`config.mk`:
```
export PLATFORM = sky130hd
export DESIGN_NAME = param_counter_flat
export DESIGN_NICKNAME = d
export VERILOG_FILES = /design/src/rtl/param_counter_if.sv /design/src/rtl/param_counter.sv /design/src/flat_wrapper.sv
export SDC_FILE = /design/constraint.sdc
export NUM_CORES = 1
export LEC_CHECK = 0
export CAP_MARGIN = 20
export CELL_PAD_IN_SITES_DETAIL_PLACEMENT = 0
export CELL_PAD_IN_SITES_GLOBAL_PLACEMENT = 1
export CORE_MARGIN = 2
export CORE_UTILIZATION = 28
export DETAILED_ROUTE_END_ITERATION = 8
export PLACE_DENSITY = 0.85
export SYNTH_ARGS = -nofsm -noshare
export SYNTH_HDL_FRONTEND = slang
export SYNTH_SLANG_ARGS = --single-unit
```
`constraint.sdc`:
```
create_clock -name clk -period 2.2 [get_ports clk]
set_input_delay 0.66 -clock clk [delete_from_list [all_inputs] [get_ports clk]]
set_output_delay 0.66 -clock clk [all_outputs]
set_load 0.05 [all_outputs]
```
`src/rtl/param_counter_if.sv`:
```
// ---------------------------------------------------------------------------
// param_counter_if
// Bundles the control/data signals of param_counter so that driver and
// monitor agents can share a single handle.
//   master : drives en, load, up_dn, data_in (and ovf_clr when the sticky
//            overflow option is built in); observes data_out, tc, wrap
//            (and ovf_sticky).
//   slave  : the counter itself, the mirror image of master.
// Optional feature macro: PARAM_COUNTER_OVF_STICKY_EN adds ovf_clr and
// ovf_sticky.
// ---------------------------------------------------------------------------
interface param_counter_if #(
  parameter int WIDTH = 4
);
  logic             en;
  logic             load;
  logic             up_dn;
  logic [WIDTH-1:0] data_in;
  logic [WIDTH-1:0] data_out;
  logic             tc;
  logic             wrap;
`ifdef PARAM_COUNTER_OVF_STICKY_EN
  logic             ovf_clr;
  logic             ovf_sticky;
`endif

`ifdef PARAM_COUNTER_OVF_STICKY_EN
  modport master (
    output en, load, up_dn, data_in, ovf_clr,
    input  data_out, tc, wrap, ovf_sticky
  );
  modport slave (
    input  en, load, up_dn, data_in, ovf_clr,
    output data_out, tc, wrap, ovf_sticky
  );
`else
  modport master (
    output en, load, up_dn, data_in,
    input  data_out, tc, wrap
  );
  modport slave (
    input  en, load, up_dn, data_in,
    output data_out, tc, wrap
  );
`endif
endinterface

```
`src/rtl/param_counter.sv`:
```
// ---------------------------------------------------------------------------
// param_counter
// Loadable modulo-MODULO up/down counter with count enable, wrap or
// saturate behaviour at the range ends, a combinational terminal-count
// flag and a registered one-cycle wrap/saturate-hit pulse.
// Parameters:
//   WIDTH    : counter width in bits (>= 2)
//   MODULO   : count range 0..MODULO-1, 2..2**WIDTH
//   SATURATE : 0 = wrap at the range ends, 1 = hold at the range ends
// Ports:
//   clk  : rising-edge clock
//   rst  : synchronous reset, active-low
//   bus  : param_counter_if.slave
//            en, load, up_dn, data_in  (in)
//            data_out, tc, wrap        (out)
//            ovf_clr (in), ovf_sticky (out) with PARAM_COUNTER_OVF_STICKY_EN
// Optional feature macro: PARAM_COUNTER_OVF_STICKY_EN (sticky overflow flag).
// Priority of updates: rst > load > en > hold.
// ---------------------------------------------------------------------------
module param_counter #(
  parameter int WIDTH    = 4,
  parameter int MODULO   = 16,
  parameter bit SATURATE = 1'b0
) (
  input  logic              clk,
  input  logic              rst,
  param_counter_if.slave    bus
);

  // MAXV is held one bit wider so MODULO == 2**WIDTH never truncates.
  localparam logic [WIDTH:0]   MAXV_X = (WIDTH+1)'(MODULO - 1);
  localparam logic [WIDTH-1:0] MAXV   = MAXV_X[WIDTH-1:0];
  localparam logic [WIDTH-1:0] ONE    = WIDTH'(1);

  logic [WIDTH-1:0] cnt_q, cnt_d;
  logic             wrap_q, wrap_d;
  logic             at_max, at_zero, boundary;
`ifdef PARAM_COUNTER_OVF_STICKY_EN
  logic             ovf_q, ovf_d;
`endif

  always_comb begin
    at_max   = (cnt_q == MAXV);
    at_zero  = (cnt_q == '0);
    boundary = bus.up_dn ? at_max : at_zero;

    cnt_d  = cnt_q;
    wrap_d = 1'b0;
    if (bus.load) begin
      // Load values beyond the range clamp to MAXV; compared in WIDTH+1
      // bits so the clamp is a no-op when MODULO == 2**WIDTH.
      cnt_d = ({1'b0, bus.data_in} > MAXV_X) ? MAXV : bus.data_in;
    end else if (bus.en) begin
      wrap_d = boundary;
      // +/-1 only happens strictly inside the range, so WIDTH bits suffice.
      if (bus.up_dn) begin
        if (at_max) cnt_d = SATURATE ? MAXV : '0;
        else        cnt_d = cnt_q + ONE;
      end else begin
        if (at_zero) cnt_d = SATURATE ? '0 : MAXV;
        else         cnt_d = cnt_q - ONE;
      end
    end

`ifdef PARAM_COUNTER_OVF_STICKY_EN
    // A boundary event in the same cycle as a clear keeps the flag set.
    ovf_d = wrap_d | (ovf_q & ~bus.ovf_clr);
`endif
  end

  always_ff @(posedge clk) begin
    if (!rst) begin
      cnt_q  <= '0;
      wrap_q <= 1'b0;
`ifdef PARAM_COUNTER_OVF_STICKY_EN
      ovf_q  <= 1'b0;
`endif
    end else begin
      cnt_q  <= cnt_d;
      wrap_q <= wrap_d;
`ifdef PARAM_COUNTER_OVF_STICKY_EN
      ovf_q  <= ovf_d;
`endif
    end
  end

  assign bus.data_out = cnt_q;
  assign bus.wrap     = wrap_q;
  // Flags that the next enabled edge is a boundary event.
  assign bus.tc       = bus.en & boundary;
`ifdef PARAM_COUNTER_OVF_STICKY_EN
  assign bus.ovf_sticky = ovf_q;
`endif

endmodule

```
`src/flat_wrapper.sv`:
```
// flat-port wrapper written by rule: the top's interface ports become plain ports
module param_counter_flat 
#(
  parameter int WIDTH    = 4,
  parameter int MODULO   = 16,
  parameter bit SATURATE = 1'b0
)
  (clk, rst, bus_en, bus_load, bus_up_dn, bus_data_in, bus_data_out, bus_tc, bus_wrap);
  param_counter_if #(.WIDTH(WIDTH)) bus_i ();
  input  logic clk;
  input  logic rst;
  input wire logic [$bits(bus_i.en)-1:0] bus_en;
  input wire logic [$bits(bus_i.load)-1:0] bus_load;
  input wire logic [$bits(bus_i.up_dn)-1:0] bus_up_dn;
  input wire logic [$bits(bus_i.data_in)-1:0] bus_data_in;
  output wire logic [$bits(bus_i.data_out)-1:0] bus_data_out;
  output wire logic [$bits(bus_i.tc)-1:0] bus_tc;
  output wire logic [$bits(bus_i.wrap)-1:0] bus_wrap;
  assign bus_i.en = bus_en;
  assign bus_i.load = bus_load;
  assign bus_i.up_dn = bus_up_dn;
  assign bus_i.data_in = bus_data_in;
  assign bus_data_out = bus_i.data_out;
  assign bus_tc = bus_i.tc;
  assign bus_wrap = bus_i.wrap;
  param_counter #(.WIDTH(WIDTH), .MODULO(MODULO), .SATURATE(SATURATE)) u_core (.clk(clk), .rst(rst), .bus(bus_i));
endmodule
```
==> impl_metrics.py <==
metrics = {
    "run_status": {
        "status": "finished, violations left",
        "violations": "setup timing",
    },
    "worst_setup_path": {
        "cp_slowest_stage_delay_ns": 0.48,
        "path_buf_inv": 2,
        "worstPathArrival_ns": 1.59,
        "required_ns": 1.54,
        "endpoint_kind": "output port",
        "cp_slowest_cell": "or4b_4",
        "cpLargestDelayFamily": "simple AND/OR/NAND/NOR gates",
        "critPathKind": "input pin to output port",
        "path_cells": "buf_6, or4b_4, nand2_2, and2_4, buf_12",
        "startpoint_type": "input pin",
        "worstPathMaxFanout": 2,
    },
    "power": {
        "powerDensity_mw_per_mm2": 557,
        "irDropWorstVdd_v": 0.000278,
        "p_total_uw": 357,
        "static-leakage-power_nw": 0.283,
    },
    "timing": {
        "finClkSkew_ns": 0.00430,
        "layout_setup_ws_ns": -0.0522,
        "drv_slew": 0,
        "finalHoldViolations": 0,
        "fin_crit_sh_pct": 102,
        "hold_slack_ns": 0.725,
        "max_slew_margin_pct": 66.5,
        "timing.fmax_mhz": 444,
        "min_period_ns": 2.25,
        "rsz0062_at_grt": "true",
        "worstMarginPinSlew_ns": 0.501,
        "setup_tns_ns": -0.0522,
        "setup_viol": 1,
    },
    "floorplan": {
        "die_w_um": 40.7,
        "ios": 15,
        "core-area_mm2": 0.00128,
        "row_count": 13,
        "die-area_mm2": 0.00165,
        "fp.dieH_um": 40.7,
        "start_util_pct": 29.3,
    },
    "detailed_routing": {
        "drc": 0,
        "firstDrtPassIters": 4,
        "ant_nets": 0,
        "detail_route.vias_per_cell": 5.16,
        "num_vias": 439,
        "post_drt_wl_per_cell_um": 11.5,
        "drt-initial-drc-count": 15,
        "wl_um": 974,
    },
    "placement": {
        "dp_hpwl_um": 732,
        "placedCellCount": 78,
        "portBuffers": 14,
        "place_ws_ns": -0.394,
        "placed_cell_area_um2": 571,
        "place.gp.congestion": 0.787,
    },
    "run": {
        "drv_cap": 0,
    },
    "cts": {
        "cts.htree.levels": 1,
        "cts_tree": "built",
        "numCtsBuffers": 3,
        "cts_buffer_depth": 2,
        "path_clk_slew_ns": 0.04,
        "clock_latency_ns": 0.25,
        "cts-root-buf": "clkbuf_4",
        "cts_sinks": 5,
    },
    "logic_synthesis": {
        "netlist_top_cells_area": "dfxtp_1 (27%), ha_1 (6.6%), o21ai_0 (6.6%)",
        "synth_top_area_share_pct": 26.6,
        "synthArstFlopShare_pct": 0,
        "yosysSeqAreaShare_pct": 26.6,
        "syn-num-nets": 56,
        "synth_top_cell_by_area": "dfxtp_1",
        "synth_edf_count": 0,
        "synth.distinct_cells": 26,
        "ys_warn_count": 0,
        "syn_avg_cell_area_um2": 8.37,
        "synth_common_cells": "dfxtp_1 (5), o21ai_0 (5), inv_1 (4), nand2_1 (4), nor3_1 (3)",
        "ys_seq_elements": 5,
        "synth_ff_type": "dfxtp_1",
        "syn_area_um2": 377,
        "synth_cells": 45,
    },
    "grt": {
        "grt_use_total_pct": 15.0,
        "grt_max_degree": 9,
        "grt_pass1_wl_um": 1500,
        "grt_pass1_vias": 341,
        "gr-total-overflow": 0,
        "antenna_found_initial": 0,
    },
    "final_layout": {
        "fin_cells": 85,
        "num_antenna_cells": 0,
        "nNetsFinal": 82,
        "fin_util_pct": 49.9,
        "area_growth_syn_to_layout_pct": 70.1,
        "drive_gt1_share_pct": 37.1,
        "nFillCells": 122,
        "fin_area_um2": 641,
    },
    "hold_path": {
        "hold_class": "register to register",
    },
}
-- where the power goes --
part | switching [mW] | internal, mW | leakage [nW] | total (mW)
Clock | 0.0413 | 0.0688 | 0.0150 | 0.110
Combinational | 0.0725 | 0.0692 | 0.226 | 0.142
Sequential | 0.00727 | 0.0976 | 0.0420 | 0.105
Total | 0.121 | 0.236 | 0.283 | 0.357
-- state kept, by name (all words and copies together), names as in the netlist --
register	count
u_core.bus.wrap	1
u_core.bus.data_out	4
-- placed cells by master (no fill, tap or decap), types with 2 or more instances in the layout --
master           instances
a21oi_1                  2
buf_4                   11
inv_1                    2
clkbuf_4                 3
o21ai_0                  5
clkdlybuf4s50_1          8
nand2_1                  3
dfxtp_1                  4
nor3_1                   3
-- logic make-up (layout without fill, tap and decap cells) --
logic type / after synthesis / in the layout / share of synthesized area (%)
AO/OA/AOI/OAI: 13 / 13 / 23.9
XOR/XNOR: 2 / 2 / 4.65
adder cells (fa/ha/maj): 2 / 2 / 6.64
buffers and inverters: 5 / 30 / 6.98
flip-flops: 5 / 5 / 26.6
multiplexers: 2 / 2 / 5.65
AND/OR/NAND/NOR: 16 / 16 / 25.6
-- area by class of cell --
class | count | area (um2) | area share [%]
clock buffers | 4 | 26.3 | 4.10
inverters | 4 | 17.5 | 2.73
multi-input cells | 35 | 268 | 41.8
flip-flops and latches | 5 | 104 | 16.2
well taps | 15 | 18.8 | 2.93
repair buffers | 22 | 206 | 32.2
-- final timing paths --
check	startpoint	depth (start not counted)	endpoint	slack (ns)
worst min register to register	u_core.bus.data_out[0]$_SDFFE_PN0P_	4	u_core.bus.data_out[0]$_SDFFE_PN0P_	0.73
worst min-delay path	u_core.bus.data_out[0]$_SDFFE_PN0P_	4	u_core.bus.data_out[0]$_SDFFE_PN0P_	0.73
worst max-delay path	bus_up_dn	5	bus_tc	-0.05
worst max register to register	u_core.bus.data_out[0]$_SDFFE_PN0P_	7	u_core.bus.data_out[3]$_SDFFE_PN0P_	0.68
-- worst register-to-register path: stages, from the launching register on --
cell      delay, ns
dfxtp_4        0.34
inv_4          0.06
ha_4           0.12
or4b_4         0.46
buf_4          0.16
o21ai_2        0.04
nor3_1         0.06
a211oi_2       0.21
-- routing by layer --
layer	GRT usage, %	wire [um]	vias up
met3	8.15	105	2
li1	-	-	219
met5	0	0	-
met1	18.4	438	193
met4	10.0	10	0
met2	19.8	420	25
-- what timing repair did --
item,4_1_cts,5_1_grt
pin swaps,2,3
gates resized for setup,10,2
hold buffers,0,0
setup buffers,0,3
setup endpoints to repair,1,1
(Power assumes the default switching activity.)
